## config.mk

```make
export PLATFORM = sky130hd
export DESIGN_NAME = mem_port_arbiter
export DESIGN_NICKNAME = d
export VERILOG_FILES = /design/src/rtl/mem_arb_pkg.sv /design/src/rtl/mem_rsp_buffer.sv /design/src/rtl/mem_port_arbiter.sv
export SDC_FILE = /design/constraint.sdc
export NUM_CORES = 1
export LEC_CHECK = 0
export ABC_CLOCK_PERIOD_IN_PS = 1860
export BUFFER_PORTS_ARGS = -buffer_cell sky130_fd_sc_hd__buf_2
export CAP_MARGIN = 0
export CORE_MARGIN = 5
export CORE_UTILIZATION = 38
export CTS_CLUSTER_SIZE = 25
export DETAILED_ROUTE_END_ITERATION = 10
export PLACE_DENSITY = 0.78
export SLEW_MARGIN = 5
export SYNTH_ARGS = -nofsm -noshare
export SYNTH_HDL_FRONTEND = slang
export SYNTH_SLANG_ARGS = --single-unit
export TNS_END_PERCENT = 30
```

## constraint.sdc

```tcl
create_clock -name clk -period 1.86 [get_ports clk]
set_input_delay 0 -clock clk [delete_from_list [all_inputs] [get_ports clk]]
set_output_delay 0 -clock clk [all_outputs]
set_load 0.01 [all_outputs]
```

## src/rtl/mem_arb_pkg.sv

```systemverilog
// Shared types and defaults for the unified memory port arbiter.
package mem_arb_pkg;

    localparam int STARVE_LIMIT_DEF = 4;
    localparam int DATA_W_DEF       = 32;

    typedef enum logic [1:0] {
        IDLE  = 2'd0,
        GNT_I = 2'd1,
        GNT_D = 2'd2
    } grant_state_e;

    typedef struct packed {
        logic                  valid;
        logic                  err;
        logic [DATA_W_DEF-1:0] data;
    } rsp_buf_t;

endpackage

```

## src/rtl/mem_rsp_buffer.sv

```systemverilog
// Single-entry response holding register: loads on grant, clears when drained.
module mem_rsp_buffer #(
    parameter int DWIDTH = 32
) (
    input  logic              clk,
    input  logic              rst,
    input  logic              load_i,
    input  logic              load_err_i,
    input  logic [DWIDTH-1:0] load_data_i,
    input  logic              ready_i,
    output logic              valid_o,
    output logic              err_o,
    output logic [DWIDTH-1:0] data_o,
    output logic              accept_o
);

    logic              valid_q, valid_d;
    logic              err_q, err_d;
    logic [DWIDTH-1:0] data_q, data_d;

    always_ff @(posedge clk or posedge rst) begin
        if (rst) begin
            valid_q <= 1'b0;
            err_q   <= 1'b0;
            data_q  <= '0;
        end else begin
            valid_q <= valid_d;
            err_q   <= err_d;
            data_q  <= data_d;
        end
    end

    // A load in the same cycle as a drain wins, keeping one access per cycle.
    always_comb begin
        valid_d = valid_q;
        err_d   = err_q;
        data_d  = data_q;
        if (load_i) begin
            valid_d = 1'b1;
            err_d   = load_err_i;
            data_d  = load_data_i;
        end else if (valid_q && ready_i) begin
            valid_d = 1'b0;
            err_d   = 1'b0;
            data_d  = '0;
        end
    end

    assign valid_o  = valid_q;
    assign err_o    = err_q;
    assign data_o   = data_q;
    assign accept_o = ~valid_q | ready_i;

endmodule

```

## src/rtl/mem_port_arbiter.sv

```systemverilog
// Arbitrates the unified memory port between fetch (I) and load/store (D),
// D-priority with a starvation counter that eventually forces an I grant.
module mem_port_arbiter
    import mem_arb_pkg::*;
#(
    parameter int AWIDTH       = 32,
    parameter int DWIDTH       = 32,
    parameter int STARVE_LIMIT = STARVE_LIMIT_DEF
) (
    input  logic                clk,
    input  logic                rst,
    input  logic                i_req_valid_i,
    output logic                i_req_ready_o,
    input  logic [AWIDTH-1:0]   i_req_addr_i,
    output logic                i_rsp_valid_o,
    input  logic                i_rsp_ready_i,
    output logic [DWIDTH-1:0]   i_rsp_data_o,
    output logic                i_rsp_err_o,
    input  logic                d_req_valid_i,
    output logic                d_req_ready_o,
    input  logic                d_req_we_i,
    input  logic [AWIDTH-1:0]   d_req_addr_i,
    input  logic [DWIDTH-1:0]   d_req_wdata_i,
    input  logic [DWIDTH/8-1:0] d_req_strb_i,
    output logic                d_rsp_valid_o,
    input  logic                d_rsp_ready_i,
    output logic [DWIDTH-1:0]   d_rsp_data_o,
    output logic                d_rsp_err_o,
    output logic [AWIDTH-1:0]   mem_addr_o,
    output logic [DWIDTH-1:0]   mem_data_o,
    output logic [DWIDTH/8-1:0] mem_strb_o,
    output logic                mem_read_en_o,
    output logic                mem_write_en_o,
    input  logic [DWIDTH-1:0]   mem_data_i,
    input  logic                mem_vld_i,
    output logic [1:0]          gnt_state_o
);

    localparam logic [3:0] LIMIT = 4'(STARVE_LIMIT);

    grant_state_e state_q, state_d;
    logic [3:0]   starve_q, starve_d;
    logic         gnt_i, gnt_d;
    logic         i_accept, d_accept;
    logic         i_elig, d_elig;
    logic [DWIDTH-1:0] d_load_data;
    logic              d_load_err;

    assign i_elig = i_req_valid_i & i_accept;
    assign d_elig = d_req_valid_i & d_accept;

    always_ff @(posedge clk or posedge rst) begin
        if (rst) begin
            state_q  <= IDLE;
            starve_q <= '0;
        end else begin
            state_q  <= state_d;
            starve_q <= starve_d;
        end
    end

    // Grants are suppressed while rst is high so nothing reaches memory.
    always_comb begin
        gnt_i    = 1'b0;
        gnt_d    = 1'b0;
        state_d  = IDLE;
        starve_d = starve_q;
        if (!rst) begin
            if (i_elig && !(d_elig && (starve_q < LIMIT))) begin
                gnt_i = 1'b1;
            end else if (d_elig) begin
                gnt_d = 1'b1;
            end
        end
        if (gnt_i) begin
            state_d = GNT_I;
        end else if (gnt_d) begin
            state_d = GNT_D;
        end
        // Counter holds while I is blocked by its own full buffer.
        if (gnt_i || !i_req_valid_i) begin
            starve_d = '0;
        end else if (i_elig && (starve_q < LIMIT)) begin
            starve_d = starve_q + 4'd1;
        end
    end

    always_comb begin
        mem_addr_o     = '0;
        mem_data_o     = '0;
        mem_strb_o     = '0;
        mem_read_en_o  = 1'b0;
        mem_write_en_o = 1'b0;
        if (gnt_i) begin
            mem_addr_o    = i_req_addr_i;
            mem_read_en_o = 1'b1;
        end else if (gnt_d) begin
            mem_addr_o = d_req_addr_i;
            if (d_req_we_i) begin
                mem_data_o     = d_req_wdata_i;
                mem_strb_o     = d_req_strb_i;
                mem_write_en_o = 1'b1;
            end else begin
                mem_read_en_o = 1'b1;
            end
        end
    end

    assign d_load_data = d_req_we_i ? '0 : mem_data_i;
    assign d_load_err  = ~d_req_we_i & ~mem_vld_i;

    assign i_req_ready_o = gnt_i;
    assign d_req_ready_o = gnt_d;
    assign gnt_state_o   = state_q;

    mem_rsp_buffer #(.DWIDTH(DWIDTH)) u_i_rsp (
        .clk         (clk),
        .rst         (rst),
        .load_i      (gnt_i),
        .load_err_i  (~mem_vld_i),
        .load_data_i (mem_data_i),
        .ready_i     (i_rsp_ready_i),
        .valid_o     (i_rsp_valid_o),
        .err_o       (i_rsp_err_o),
        .data_o      (i_rsp_data_o),
        .accept_o    (i_accept)
    );

    mem_rsp_buffer #(.DWIDTH(DWIDTH)) u_d_rsp (
        .clk         (clk),
        .rst         (rst),
        .load_i      (gnt_d),
        .load_err_i  (d_load_err),
        .load_data_i (d_load_data),
        .ready_i     (d_rsp_ready_i),
        .valid_o     (d_rsp_valid_o),
        .err_o       (d_rsp_err_o),
        .data_o      (d_rsp_data_o),
        .accept_o    (d_accept)
    );

endmodule

```

# == Word-level counts from Yosys, hierarchy flattened ==
# Index checks and enable logic that the tools add are counted.
# classes
addsub,1
n_lt_le_gt_ge,1
n_mux,34
bitwise_logic,9
reduce_logical,11
# ops
cell,count
2-to-1 mux 32 bit,10
2-to-1 mux 4 bit,5
2-to-1 mux 1 bit,17
nonzero test 2 bit,3
logical AND 1 bit,5
adder 4 x 1 -> 4 bit (second input constant),1
< comparator 4 x 3 -> 1 bit (second input constant),1
2-to-1 mux 2 bit,2
inverter 1 bit,4
bitwise AND 1 bit,3
zero test 1 bit,2
bitwise OR 1 bit,2
logical OR 1 bit,1
# word_totals
ff_bits,74
in_bits,140
output_inout_bits,142
word_cells,64

# == Depth between registers and ports, before layout ==
# depth
depth_word,10
depth_mapped,7
depth_no_buf,5

# == Cells and area by module ==
# Synthesis repeated with hierarchy kept, for this count alone.
# unflattened
hier_cells,453
area_unflattened_um2,4458.0
# by_module_without_submodules
mod,instances,cells_each,area_per_inst_um2,seq_area_each_um2
mem_rsp_buffer,2,114,1448.9,850.8
mem_port_arbiter,1,225,1560.2,150.1

# == Worst setup path after synthesis ==
# No wires, ideal clock.
# synth_path
kind,reg2out
start,register u_d_rsp.valid_q (netlist: u_d_rsp.valid_o)
end,output mem_addr_o[25]
t_arrival_ps,1568
required_ps,1860
slack_ps,292
stages_incl_launch_ff,8
n_path_buf,2
path_cell_list,dfrtp_1 -> nand2b_4 -> and3_4 -> or3_4 -> buf_12 -> inv_12 -> buf_6 -> a22o_1
# synth_via
word_cells_on_any_way,13
# synth_rtl
element,line_no,rtl
"start, declared",mem_rsp_buffer.sv:17,"logic valid_q, valid_d;"
"start signal, assigned",mem_rsp_buffer.sv:27,valid_q <= valid_d;
inverter 1 bit,mem_rsp_buffer.sv:52,assign accept_o = ~valid_q | ready_i;
bitwise OR 1 bit,mem_rsp_buffer.sv:52,
bitwise AND 1 bit,mem_port_arbiter.sv:50,assign d_elig = d_req_valid_i & d_accept;
logical AND 1 bit,mem_port_arbiter.sv:69,if (i_elig && !(d_elig && (starve_q < LIMIT))) begin
zero test 1 bit,mem_port_arbiter.sv:69,
logical AND 1 bit,mem_port_arbiter.sv:69,
2-to-1 mux 1 bit,mem_port_arbiter.sv:69,
2-to-1 mux 1 bit,mem_port_arbiter.sv:68,if (!rst) begin
via i_req_ready_o,mem_port_arbiter.sv:13,"output logic i_req_ready_o,"
2-to-1 mux 32 bit,mem_port_arbiter.sv:94,if (gnt_i) begin
"end, declared",mem_port_arbiter.sv:29,"output logic [AWIDTH-1:0] mem_addr_o,"
# The timed path passes the listed nets, and every way through them passes these cells.

# == Worst setup path after layout ==
# layout_path
start,register u_d_rsp.valid_q (netlist: u_d_rsp.valid_o)
end,register u_i_rsp.data_q[5] (netlist: u_i_rsp.data_o[5])
# layout_via
elab_chain_cells,9
word_cells_on_any_way,10
# layout_rtl
element,line_no,rtl
inverter 1 bit (*),mem_rsp_buffer.sv:52,
bitwise OR 1 bit (*),mem_rsp_buffer.sv:52,
bitwise AND 1 bit (*),mem_port_arbiter.sv:50,
logical AND 1 bit (*),mem_port_arbiter.sv:69,
zero test 1 bit (*),mem_port_arbiter.sv:69,
logical AND 1 bit (*),mem_port_arbiter.sv:69,
2-to-1 mux 1 bit (*),mem_port_arbiter.sv:69,
2-to-1 mux 1 bit (*),mem_port_arbiter.sv:68,
2-to-1 mux 32 bit or nonzero test 2 bit (tied branches),-,
"end signal, assigned",mem_rsp_buffer.sv:29,data_q <= data_d;
"end, declared",mem_rsp_buffer.sv:19,"logic [DWIDTH-1:0] data_q, data_d;"
# Mark *: on every way between the ends. The rest lies on a longest branch, timed or not.
# A chain may end at the register's enable or synchronous reset.

==> flow_summary.json <==
{
  "status": "complete, but fails checks",
  "violations": "negative setup slack",
  "cp.arrival_ps": 2180,
  "critPathKind": "register to register",
  "synth_top_area_share_pct": 45.8,
  "antenna_found_initial": 0,
  "critPathTopFamily": "simple AND/OR/NAND/NOR gates",
  "dieWidth_um": 113,
  "irDropWorstVdd_uv": 501,
  "p_comb_share_pct": 28.2,
  "avgSynthCellArea_um2": 10.1,
  "timing.slew.headroom_pct": 31.1,
  "synth_edf_count": 0,
  "holdCritPathClass": "input pin to register",
  "syn_inst": 400,
  "crit_path_cell_trace": "nand2b_4 > and3_4 > or3_4 > buf_4 > buf_12 > clkbuf_16 > mux2i_1",
  "first_global_vias": 4483,
  "nets": 878,
  "path_buf_inv": 3,
  "initial_utilization_pct": 39.0,
  "skew_ps": 7.22,
  "yosysTopAreaCell": "dfrtp_1",
  "drive_gt1_share_pct": 48.4,
  "power.internal_mw": 3.60,
  "routed_via_density": 4.97,
  "grtUsageTotal_pct": 23.9,
  "cts_tree": "done",
  "cpPeakStageDelay_ps": 490,
  "cts.htree.levels": 3,
  "layout_setup_ws_ps": -96.7,
  "worstMarginPinSlew_ps": 1030,
  "end_kind": "register",
  "wl_per_cell_um": 18.6,
  "finalInstanceArea_mm2": 0.00665,
  "place_congestion": 0.966,
  "net-switching-power_mw": 1.51,
  "async_reset_ff_share_pct": 100,
  "ant_nets": 0,
  "via_count": 4368,
  "synth.distinct_cells": 28,
  "synth_nets": 541,
  "setup_violations": 74,
  "fin_crit_ps": 1960,
  "swShare_pct": 29.5,
  "power_frac_seq_pct": 38.6,
  "p_leak_nw": 4.02,
  "dieHeight_um": 113,
  "hold_ws_ps": 71.4,
  "first_pass_iters": 4,
  "route.detailed.drc": 0,
  "power_frac_clock_pct": 33.2,
  "path_clk_slew_ps": 80,
  "rsz0062_at_grt": "yes",
  "numPortBuffers": 281,
  "diodes": 0,
  "yosys-top-cells-area": "dfrtp_1, mux2i_1, a22o_1, nand2_1, and3_1",
  "grt_overflow_total": 0,
  "final_hold_viol_count": 0,
  "grt_max_degree": 72,
  "wirelength_um": 16300,
  "cts_root_buf": "clkbuf_8",
  "core_mm2": 0.0104,
  "clock_latency_ps": 350,
  "yosysWarnings": 0,
  "drt_iter0_markers": 231,
  "slew_viol_final": 0,
  "synth-seq-cells": 74,
  "period_share_pct": 105,
  "cts_buffers": 9,
  "dp.cells": 795,
  "synth.yosys.seq_area_share_pct": 45.8,
  "drv_cap": 0,
  "crit_path_start_kind": "register",
  "p_per_area_mw_per_mm2": 769,
  "fmax_mhz": 511,
  "netlist_area_mm2": 0.00404,
  "placed_cell_area_mm2": 0.00552,
  "rows": 37,
  "grt_pass1_wl_um": 24100,
  "clock_path_buffers": 2,
  "dieArea_mm2": 0.0128,
  "fin_total_pwr_mw": 5.11,
  "slowest_stage": "or3_4",
  "pin_count": 282,
  "hpwl_um": 10900,
  "cp_max_fo": 12,
  "areaGrowthSynthToFinish_pct": 64.3,
  "numClockSinks": 74,
  "synth_flop_cell": "dfrtp_1",
  "required_ps": 2090,
  "stdcell_count": 878
}
worst paths after layout:
path | from | end | slack, ps | depth (start not counted)
setup reg to reg | u_d_rsp.valid_o$_DFFE_PP0P_ | u_i_rsp.data_o[5]$_DFFE_PP0P_ | -100 | 7
max in group asynchronous | rst | u_i_rsp.data_o[2]$_DFFE_PP0P_ | 850 | 4
setup / recovery | u_d_rsp.valid_o$_DFFE_PP0P_ | u_i_rsp.data_o[5]$_DFFE_PP0P_ | -100 | 7
hold reg to reg | u_d_rsp.data_o[25]$_DFFE_PP0P_ | u_d_rsp.data_o[25]$_DFFE_PP0P_ | 520 | 2
hold / removal | i_req_valid_i | starve_q[0]$_DFFE_PP0P_ | 70 | 3
min in group asynchronous | rst | u_d_rsp.valid_o$_DFFE_PP0P_ | 430 | 3
layout by cell type, fill, tap and decap left out, types with 2 or more instances in the layout:
| master | synthesis | final |
|---|---|---|
| a22o_1 | 32 | 32 |
| and3_1 | 36 | 28 |
| and3_4 | 1 | 9 |
| buf_12 | 4 | 5 |
| buf_16 | 0 | 3 |
| buf_2 | 4 | 273 |
| buf_4 | 0 | 23 |
| buf_6 | 7 | 9 |
| bufinv_16 | 0 | 4 |
| clkbuf_8 | 0 | 10 |
| clkinvlp_4 | 0 | 2 |
| dfrtp_1 | 74 | 74 |
| dlygate4sd3_1 | 0 | 37 |
| inv_1 | 34 | 33 |
| inv_6 | 0 | 2 |
| inv_8 | 0 | 3 |
| mux2i_1 | 67 | 67 |
| nand2_1 | 71 | 69 |
| nand2b_1 | 33 | 32 |
| nand2b_4 | 1 | 2 |
| nor3_1 | 5 | 4 |
| nor3_4 | 0 | 2 |
flip-flops by register name (all words and copies together), names as in the netlist:
register         flops
u_i_rsp.data_o      32
u_i_rsp.err_o        1
u_d_rsp.valid_o      1
starve_q             4
gnt_state_o          2
u_d_rsp.data_o      32
u_d_rsp.err_o        1
u_i_rsp.valid_o      1
repair_timing:
action	4_1_cts	5_1_grt
pin swaps	38	7
gates cloned	7	1
buffers inserted	16	7
endpoints found under the setup margin	71	95
gates resized for setup	16	23
hold buffers	36	1
hold endpoints to repair	96	2
routing by layer:
layer | vias to the layer above | global-route usage (%) | wire length [um] | share of wire, %
met3 | 28 | 7.22 | 1400 | 8.6
li1 | 2014 | - | - | -
met5 | - | 0 | 0 | 0
met1 | 2086 | 28.0 | 6220 | 38
met4 | 0 | 7.29 | 386 | 2.4
met2 | 240 | 42.0 | 8310 | 51
metrics by stage:
| stage | util [%] | TNS [ps] | setup WS (ps) |
|---|---|---|---|
| 2_1_floorplan | - | 0 | 292 |
| 3_3_place_gp | 53.2 | 0 | 200 |
| 3_5_place_dp | 53.2 | 0 | 144 |
| 4_1_cts | 62.1 | -4630 | -89.4 |
| 5_1_grt | 64.1 | -11300 | -168 |
| 6_report | 64.1 | -4130 | -96.7 |
power groups by stage:
stage / Clock [mW] / Sequential (mW) / Combinational [mW]
finish: 1.70 / 1.97 / 1.44
floorplan: 0 / 2.10 / 0.546
global placement: 0 / 1.99 / 1.22
global route: 1.81 / 2.00 / 1.56
CTS: 1.74 / 1.97 / 1.39
detailed placement: 0 / 2.00 / 1.25
layout make-up:
type	count	area, um^2
tap	136	170
multi-input combinational	260	1900
timing repair buffer	352	2250
inverter	35	148
clock inverter	6	136
clock buffer	10	138
fill	812	3720
timing repair inverter	5	48.8
sequential	74	1850
synth_stat cells (2+ instances only):
master    number
buf_2          4
buf_12         4
inv_1         34
clkbuf_1      16
mux2i_1       67
buf_6          7
nand2_1       71
a22o_1        32
dfrtp_1       74
nor3_1         5
and3_1        36
nor2_1         2
nand2b_1      33
tightest hold or removal path: cells and delay by family:
family,cells,cell delay [ps]
simple gates,1,80
buf+inv,2,300
cells by family after synthesis:
kind of cell | Yosys count | share of synthesized area [%]
simple gates | 155 | 19.8
compound gates | 36 | 7.83
buf+inv | 66 | 9.47
flops | 74 | 45.8
fa+ha+maj | 1 | 0.309
mux | 67 | 16.6
xor+xnor | 1 | 0.217
Note: power is estimated with default switching activity, not from simulation.
